**config.mk**
```make
export PLATFORM = sky130hd
export DESIGN_NAME = rnd_bcd_display
export DESIGN_NICKNAME = d
export VERILOG_FILES = /design/src/rtl/rnd_bcd_display.sv
export SDC_FILE = /design/constraint.sdc
export NUM_CORES = 1
export LEC_CHECK = 0
export ABC_AREA = 0
export CORE_MARGIN = 8
export CORE_UTILIZATION = 39
export CTS_BUF_LIST = sky130_fd_sc_hd__clkbuf_16
export DETAILED_ROUTE_END_ITERATION = 8
export PLACE_DENSITY = 0.6
export SLEW_MARGIN = 20
export SYNTH_ARGS = -nofsm -noshare
export SYNTH_HDL_FRONTEND = slang
export SYNTH_SLANG_ARGS = --single-unit
```
**constraint.sdc**
```tcl
create_clock -name clk -period 4.4 [get_ports clk]
set_clock_uncertainty 0.05 [all_clocks]
set_input_delay 0.88 -clock clk [delete_from_list [all_inputs] [get_ports clk]]
set_output_delay 0.88 -clock clk [all_outputs]
set_load 0.005 [all_outputs]
```
**src/rtl/rnd_bcd_display.sv**
```systemverilog
// rnd_bcd_display: captures an LFSR byte on step, converts it to three
// BCD digits with a shift-per-clock double-dabble, drives 7-seg patterns.
// Ports: clk, rst (sync, active-high), rnd_in[7:0], step -> busy, done,
//        bcd[11:0] {hundreds,tens,units}, seg2/seg1/seg0 {g,f,e,d,c,b,a}.
module rnd_bcd_display #(
    parameter bit SEG_ACTIVE_LOW = 1'b1,
    parameter bit BLANK_LZ       = 1'b1
) (
    input  logic        clk,
    input  logic        rst,
    input  logic [7:0]  rnd_in,
    input  logic        step,
    output logic        busy,
    output logic        done,
    output logic [11:0] bcd,
    output logic [6:0]  seg2,
    output logic [6:0]  seg1,
    output logic [6:0]  seg0
);

    typedef enum logic [1:0] {
        IDLE,
        CONV,
        LOAD
    } state_t;

    localparam logic [6:0] SEG_OFF = SEG_ACTIVE_LOW ? 7'h7F : 7'h00;

    state_t      state;
    logic [7:0]  shreg;
    logic [11:0] scratch;
    logic [2:0]  cnt;

    logic [11:0] adj;
    logic        blank_h;
    logic        blank_t;

    function automatic logic [3:0] add3(input logic [3:0] n);
        return (n >= 4'd5) ? n + 4'd3 : n;
    endfunction

    // Table is active-low; flipped once at the end for active-high boards.
    function automatic logic [6:0] seg_enc(input logic [3:0] d,
                                           input logic       blank);
        logic [6:0] p;
        case (d)
            4'd0:    p = 7'h40;
            4'd1:    p = 7'h79;
            4'd2:    p = 7'h24;
            4'd3:    p = 7'h30;
            4'd4:    p = 7'h19;
            4'd5:    p = 7'h12;
            4'd6:    p = 7'h02;
            4'd7:    p = 7'h78;
            4'd8:    p = 7'h00;
            4'd9:    p = 7'h10;
            default: p = 7'h7F;
        endcase
        if (blank)
            p = 7'h7F;
        return SEG_ACTIVE_LOW ? p : ~p;
    endfunction

    // All three nibbles are corrected on their pre-shift values.
    always_comb begin
        adj     = {add3(scratch[11:8]), add3(scratch[7:4]), add3(scratch[3:0])};
        blank_h = BLANK_LZ && (scratch[11:8] == 4'd0);
        blank_t = blank_h && (scratch[7:4] == 4'd0);
    end

    always_ff @(posedge clk) begin
        if (rst) begin
            state   <= IDLE;
            busy    <= 1'b0;
            done    <= 1'b0;
            bcd     <= 12'h000;
            seg2    <= SEG_OFF;
            seg1    <= SEG_OFF;
            seg0    <= SEG_OFF;
            shreg   <= 8'h00;
            scratch <= 12'h000;
            cnt     <= 3'd0;
        end else begin
            done <= 1'b0;
            unique case (state)
                IDLE: begin
                    if (step) begin
                        shreg   <= rnd_in;
                        scratch <= 12'h000;
                        cnt     <= 3'd0;
                        busy    <= 1'b1;
                        state   <= CONV;
                    end
                end
                CONV: begin
                    scratch <= {adj[10:0], shreg[7]};
                    shreg   <= {shreg[6:0], 1'b0};
                    cnt     <= cnt + 3'd1;
                    if (cnt == 3'd7)
                        state <= LOAD;
                end
                LOAD: begin
                    bcd   <= scratch;
                    seg2  <= seg_enc(scratch[11:8], blank_h);
                    seg1  <= seg_enc(scratch[7:4], blank_t);
                    seg0  <= seg_enc(scratch[3:0], 1'b0);
                    done  <= 1'b1;
                    busy  <= 1'b0;
                    state <= IDLE;
                end
                default: begin
                    busy  <= 1'b0;
                    state <= IDLE;
                end
            endcase
        end
    end

endmodule

```
After elaboration in Yosys (flattened, before gate mapping):

Memories as Yosys holds them, arrays and structs flattened. A register that Yosys moved wholly into a read port is not among the register bits.
Index checks and enable logic that the tools add are counted.

* output and inout bits: 35
* memory bits (writable): 0
* bits in registers: 53
* memories kept: 3
* latch bits: 0
* word-level logic and storage cells: 54
* bits in read-only memories: 336
* input port bits: 11

Memories
* (no name shown): words 16, width 7, read ports 1, clocked after memory_dff 1, wr ports 0, RTL line 46 `case (d)`
* (no name shown): words 16, width 7, read ports 1, clocked after memory_dff 1, wr ports 0, RTL line 46
* (no name shown): words 16, width 7, read ports 1, clocked after memory_dff 1, wr ports 0, RTL line 46

* shift operators: 0
* mux-type cells: 21
* add/sub/neg operators: 4
* multiply operators: 0
* reductions and logical operators: 8
* bitwise gates (word level): 1
* equal/unequal tests: 5
* div/mod/pow operators: 0
* $lt $le $gt $ge: 3

Operators with widths (count)
* 4-bit 2-to-1 mux: 6
* 12-bit one-hot mux with 2 select lines: 1
* 8-bit one-hot mux with 2 select lines: 1
* 7-bit 2-to-1 mux: 2
* 4-bit by 3-bit greater-or-equal comparator with 1-bit output, second input constant: 3
* 12-bit 2-to-1 mux: 1
* 4-bit by 2-bit adder with 4-bit output, second input constant: 2
* 4-bit zero test: 2
* 8-bit 2-to-1 mux: 1
* 3-bit 2-to-1 mux: 2
* 3-bit one-hot mux with 2 select lines: 1
* 2-bit AND reduction: 3
* 2-bit 2-to-1 mux: 2
* 2-bit != test, second input constant: 2
* 2-bit one-hot mux with 2 select lines: 1
* 3-bit by 1-bit adder with 3-bit output, second input constant: 1
* 3-bit by 2-bit adder with 3-bit output, second input constant: 1
* 3-bit equality test, second input constant: 1
* 2-bit by 1-bit equality test with 1-bit output, second input constant: 1
* 2-bit equality test, second input constant: 1
* 2-bit zero test: 1
* 1-bit 2-to-1 mux: 2
* 1-bit one-hot mux with 2 select lines: 1
* 2-bit nonzero test: 1
* other kinds (2): 2

Longest topological paths before layout:

Gate-level depths: netlist of the first run.

* depth after elaboration: 5
* gate-level depth with buffers: 11
* depth with buffers taken out: 11

Worst setup path after synthesis of the first run:

OpenSTA, ideal clock, no wires.

* path type: input port to flip-flop
* start: input step
* end: register with a tool-made name
* stages on the path: 11
* path buffers: 2
* setup time: 0.132 ns
* setup slack: 1.773 ns
* arrival: 2.445 ns
* required time: 4.218 ns
* path through: o21ba_1 > buf_2 > nor2_1 > buf_2 > nand2_1 > o21ai_0 > inv_1 > ha_1 > inv_1 > o21ai_0 > a21oi_1

RTL lines
* start, declared: RTL line 12 `input logic step,`

==> out/qor.yml, run 1 <==
final_layout:
  diodes: 0
  layout.area.seq_sq_um: 1480
  layout.nets: 455
  final_cells: 534
  syn_to_final_growth_pct: 24.3
  fillCellCount: 857
  drive_above_1_share: 0.0845
  multi_input_area_sq_um: 1750
placement:
  gp_congestion: 0.795
  portBuffers: 45
  place_inst: 518
  dp_hpwl_mm: 5.38
  post-place-ws_ns: 1.02
global_routing:
  antenna_found_initial: 0
  overflow: 0
  grt_pass1_vias: 2567
  grt.met3_usage: 0.0369
  grt_use_met1: 0.172
  grt.busiest_layer: "met2"
  grt_pass1_wl_mm: 12.5
  grt_max_degree: 39
  gr-usage-all-layers: 0.131
  met2_usage: 0.195
sta:
  clock.fmax_mhz: 324
  fin_setup_tns_ns: 0
  fin_crit_ns: 3.08
  period_share: 0.701
  setup_viol: 0
  slew_violations: 0
  rsz0062_at_grt: "false"
  whs_ns: 0.400
  fin_ws_ns: 1.32
  hold_viol: 0
  tightest_slew_ns: 0.628
  slew_headroom: 0.579
die:
  core_area_sq_um: 8590
  fp-row-count: 34
  start_util: 0.397
  die_w_um: 110
  dieArea_sq_um: 12000
  io_pins: 46
  die_h_um: 110
worst_setup_path:
  reg2reg_from: "scratch[0]$_SDFFE_PP0N_"
  required_ns: 4.60
  crit_chain: "clkdlybuf4s50_1, o21ba_1, buf_4, nor2_1, buf_4, a22o_1, inv_1, ha_1, nand2b_1, a31oi_1"
  cpPeakStageDelay_ns: 0.48
  cp-start-kind: "input pin"
  crit_path_top_delay_cell: "clkdlybuf4s50_1"
  worstSetupPathType: "in -> reg"
  endpoint_kind: "register"
  path_buf_inv: 4
  worst_ep_arrival_time_ns: 3.29
  rrSetupSlack_ns: 1.70
  r2r_cells: 11
  critPathMaxFanout: 16
  path_common_cell: "buf_4"
  critical-path-top-delay-family: "buffers and inverters"
clocking:
  worstSkewPairLatency_ns: 0.33
  clk_path_buf_depth: 2
  hold_buffers: 0
  root_buffer: "clkbuf_16"
  cts_setup_buffers: 0
  cts.reportedPaths.clkPinSlew_ns: 0.06
  numCtsBuffers: 9
  cts_tree: "done"
  cts_max_level: 3
  cts.sinks: 74
  cts_resized: 0
logic_synthesis:
  synth_top_cells_by_area: "dfxtp_1 (43%), ha_1 (8.4%), nand2_1 (5.2%)"
  synth_common_cells: "dfxtp_1 (74), nand2_1 (47), nor2_1 (32)"
  ys_seq_area_frac: 0.434
  synth.most_common_cell: "dfxtp_1"
  async_reset_ff_frac: 0
  yosysTopAreaCellShare: 0.434
  synth-main-ff-cell: "dfxtp_1"
  syn_area_sq_um: 3410
  synth_seq_cells: 74
  yosysWarnings: 0
  synth_top_area_cell: "dfxtp_1"
  synth_edf_count: 0
  syn_avg_cell_area_sq_um: 8.95
  synthDistinctLibCells: 52
  syn_nets: 415
  synth_cells: 381
detailed_routing:
  first_pass_iters: 4
  final_antenna_net_count: 0
  drc: 0
  wirelength_mm: 7.56
  vias: 2735
  first_iter_violations: 65
  vias_per_cell: 5.12
  routedWlPerCell_um: 14.2
power_and_ir_drop:
  power.density_nw_per_um2: 346
  vdd_ir_drop_max_mv: 0.213
  leakage_nw: 1.79
worst_hold_path:
  holdPathEnd: "seg1[0]$_SDFFE_PP1P_"
  hold_path.class: "reg -> reg"
  hold_depth: 2
run:
  maxCapViolations: 0
run_status:
  outcome: "finished, final reports clean"
-- through the flow --
stage,total power [mW],utilization,instance area [sq um]
finish,1.47,0.493,4240
detailed placement,0.760,0.459,3940
CTS,1.48,0.493,4240
global placement,0.759,0.459,3940
global route,1.52,0.493,4240
floorplan,0.740,-,3410
-- worst max-delay path by stage --
stage	from	to	slack [ns]	cells past startpoint
finish	step	register	1.32	10
global route	rst	register	1.16	9
CTS	step	register	1.34	10
detailed placement	step	register	1.02	10
global placement	rst	register	1.12	9
floorplan	step	register	1.77	11
-- placed cells by master, fill, tap and decap left out, types with 2 or more instances in the layout --
cell type,count
a2111oi_0,2
a211o_1,4
a211oi_1,9
a21o_1,3
a21oi_1,27
a22o_1,7
a31o_2,3
a31oi_1,2
buf_4,6
clkbuf_16,9
clkdlybuf4s50_1,45
clkinv_4,2
clkinvlp_4,2
dfxtp_1,74
ha_1,23
inv_1,22
mux2i_1,13
nand2_1,47
nand2b_1,14
nand3_1,4
nor2_1,31
nor2_2,3
nor2b_1,2
nor3_1,11
nor3b_1,3
o21a_1,2
o21ai_0,14
o21bai_1,7
o22ai_1,7
o311ai_0,4
xnor2_1,2
-- final cells by class --
class | count | share of cell area
clock buffer | 9 | 0.0531
clock inverter | 7 | 0.0168
inverter | 22 | 0.0195
multi-input combinational | 263 | 0.412
sequential | 74 | 0.349
tap | 108 | 0.0319
timing repair buffer | 51 | 0.117
-- logic make-up after synthesis --
group	count (synthesis)	share of synthesized area
simple gates	121	0.164
compound gates	103	0.216
flops	74	0.434
buf+inv	44	0.0539
fa+ha+maj	23	0.0844
mux	14	0.0415
xor+xnor	2	0.00514
-- worst register-to-register path, delay by kind of cell (launching register included) --
kind	cells	cell delay, ns
buf+inv	3	0.37
flops	1	0.51
compound gates	4	0.76
fa+ha+maj	2	0.59
simple gates	2	0.30
-- routing by layer --
metal | part of all wire | vias to the layer above
met5 | 0 | -
met4 | 0.015 | 0
met3 | 0.048 | 10
met2 | 0.43 | 47
met1 | 0.50 | 1264
li1 | - | 1414
-- report_power, final --
group          switching (mW)  leakage, nW  total [mW]  internal (mW)
clock                   0.285        0.143       0.722          0.437
combinational          0.0310         1.05      0.0588         0.0278
sequential            0.00721        0.600       0.686          0.679
total                   0.323         1.79        1.47           1.14
(Power assumes the default switching activity.)
==> run 2: changes to the inputs <==
--- a/config.mk
+++ b/config.mk
@@ -10,7 +10,7 @@
 export CORE_UTILIZATION = 39
 export CTS_BUF_LIST = sky130_fd_sc_hd__clkbuf_16
 export DETAILED_ROUTE_END_ITERATION = 8
-export PLACE_DENSITY = 0.6
+export PLACE_DENSITY = 0.62
 export SLEW_MARGIN = 20
 export SYNTH_ARGS = -nofsm -noshare
 export SYNTH_HDL_FRONTEND = slang
==> constraint.sdc (replaced) <==
create_clock -name clk -period 2.6 [get_ports clk]
set_clock_uncertainty 0.05 [all_clocks]
set_input_delay 0.52 -clock clk [delete_from_list [all_inputs] [get_ports clk]]
set_output_delay 0.52 -clock clk [all_outputs]
set_load 0.005 [all_outputs]
==> run 2 against run 1 <==
Against the previous run:
- register-to-register slack lost 1.5 ns
- sequential power grew 69%
- count of clock-buffer cells in the layout is the same
- routed wire length grew 4.5%
==> out/qor.yml, run 2 (synthesis results as in run 1) <==
sta:
  fin_crit_ns: 2.41
  hold_viol: 0  # unchanged
  slew_violations: 0  # unchanged
  fin_setup_tns_ns: 0  # unchanged
  setup_viol: 0  # unchanged
  period_share: 0.925
  rsz0062_at_grt: "false"  # unchanged
  slew_headroom: 0.614  # was 0.579
  fin_ws_ns: 0.195  # was 1.32 ns
  clock.fmax_mhz: 416
  tightest_slew_ns: 0.578  # was 0.628 ns
clocking:
  numCtsBuffers: 9  # unchanged
  cts.sinks: 74  # unchanged
  root_buffer: "clkbuf_16"  # unchanged
  cts_max_level: 3  # unchanged
  cts_tree: "done"  # unchanged
  clk_path_buf_depth: 2  # unchanged
  cts.reportedPaths.clkPinSlew_ns: 0.06  # about the same
  worstSkewPairLatency_ns: 0.33  # about the same
power_and_ir_drop:
  leakage_nw: 1.91  # was 1.79 nW
  power.density_nw_per_um2: 563  # was 346 nW/um^2
  seqPwrFrac: 0.464  # was 0.468
  total_power_mw: 2.50  # was 1.47 mW
  p_switching_uw: 548  # was 323 uW
  vdd_ir_drop_max_mv: 0.309  # was 0.213 mV
  power_frac_comb: 0.047  # was 0.040
  p_sw_frac: 0.219  # was 0.220
  intPower_mw: 1.95  # was 1.14 mW
  clockPowerShare: 0.488  # was 0.492
worst_setup_path:
  required_ns: 2.77  # was 4.60 ns
  worst_ep_arrival_time_ns: 2.58  # was 3.29 ns
  cp-start-kind: "register"  # was input pin
  critPathMaxFanout: 5  # was 16
  worstSetupPathType: "reg -> reg"  # was in -> reg
  endpoint_kind: "register"  # unchanged
die:
  dieArea_sq_um: 12000  # unchanged
  fp-row-count: 34  # unchanged
  die_h_um: 110  # unchanged
  core_area_sq_um: 8590  # unchanged
  die_w_um: 110  # unchanged
  start_util: 0.397  # unchanged
  io_pins: 46  # unchanged
final_layout:
  drive_above_1_share: 0.142  # was 0.0845
  diodes: 0  # unchanged
  final_cells: 560  # was 534
  layout.nets: 481  # was 455
  fillCellCount: 792  # was 857
  syn_to_final_growth_pct: 30.0  # was 24.3%
  finalInstanceArea_sq_um: 4430  # was 4240 sq um
  layout.area.seq_sq_um: 1480  # unchanged
  final_common_cell: "dfxtp_1"  # unchanged
  multi_input_area_sq_um: 1750  # about the same
  layout_common_cells: "dfxtp_1 (74), nand2_1 (47), clkdlybuf4s50_1 (45)"  # unchanged
global_routing:
  grt_max_degree: 32  # was 39
  grt_pass1_wl_mm: 13.5  # was 12.5 mm
  grt_pass1_vias: 2747  # was 2567
  gr-usage-all-layers: 0.142  # was 0.131
  antenna_found_initial: 0  # unchanged
  overflow: 0  # unchanged
placement:
  portBuffers: 45  # unchanged
  post-place-ws_ns: -0.0542  # was 1.02 ns
  dp_hpwl_mm: 5.83  # was 5.38 mm
  gp_congestion: 0.812  # was 0.795
  placed_area_sq_um: 4140  # was 3940 sq um
  place_inst: 544  # was 518
detailed_routing:
  vias: 2833  # was 2735
  first_pass_iters: 4  # unchanged
  vias_per_cell: 5.06  # was 5.12
  routedWlPerCell_um: 14.1  # was 14.2 um
  final_antenna_net_count: 0  # unchanged
  first_iter_violations: 124  # was 65
  wirelength_mm: 7.90  # was 7.56 mm
  drc: 0  # unchanged
run_status:
  outcome: "finished, final reports clean"  # unchanged
run:
  maxCapViolations: 0  # unchanged
worst_hold_path:
  hold_path.class: "reg -> reg"  # unchanged
run 2: through the flow:
stage	hold WS, ns	utilization
after floorplan	0.372	-
after global placement	0.376	0.482
after detailed placement	0.390	0.482
after CTS	0.403	0.516
after global routing	0.419	0.516
final	0.401	0.516
run 2: critical path, cell delays in order, from the launching register on:
cell	delay [ns]
dfxtp_1	0.41
inv_1	0.12
ha_1	0.19
nand2b_1	0.15
nor3b_1	0.14
a21oi_1	0.16
o21a_1	0.26
inv_1	0.10
ha_1	0.20
nor2b_1	0.16
a211oi_1	0.08
a211o_1	0.28
run 2: power by group through the flow:
stage	clock [mW]	sequential (mW)	combinational [mW]
2_1_floorplan	0	1.18	0.0709
3_3_place_gp	0	1.18	0.118
3_5_place_dp	0	1.18	0.119
4_1_cts	1.25	1.16	0.120
5_1_grt	1.30	1.16	0.133
6_report	1.22	1.16	0.118
run 2: final cells by class:
| cell class | instances | area share |
|---|---|---|
| clock buffer | 9 | 0.0508 |
| clock inverter | 7 | 0.0155 |
| inverter | 22 | 0.0186 |
| multi-input combinational | 263 | 0.395 |
| sequential | 74 | 0.334 |
| tap | 108 | 0.0305 |
| timing repair buffer | 77 | 0.156 |
run 2: final timing paths:
path	start	slack, ns	endpoint	cells after the start
worst max-delay path	scratch[5]$_SDFFE_PP0N_	0.19	register	11
worst min-delay path	register	0.40	seg1[2]$_SDFFE_PP1P_	2
worst max register to register	scratch[5]$_SDFFE_PP0N_	0.19	register	11
worst min register to register	register	0.40	seg1[2]$_SDFFE_PP1P_	2
run 2: layer usage:
metal  vias up  wire (um)  GRT usage
met5         -          0          0
met4         0        127     0.0579
met3        12        449     0.0369
met2        55       3540      0.218
met1      1306       3790      0.184
li1       1460          -          -
run 2: repair_timing:
| item | CTS | global route |
|---|---|---|
| buffers inserted | 0 | 0 |
| hold endpoints to repair | 0 | 0 |
| hold buffers | 0 | 0 |
| endpoints found under the setup margin | 0 | 3 |
| gates resized for setup | 0 | 1 |
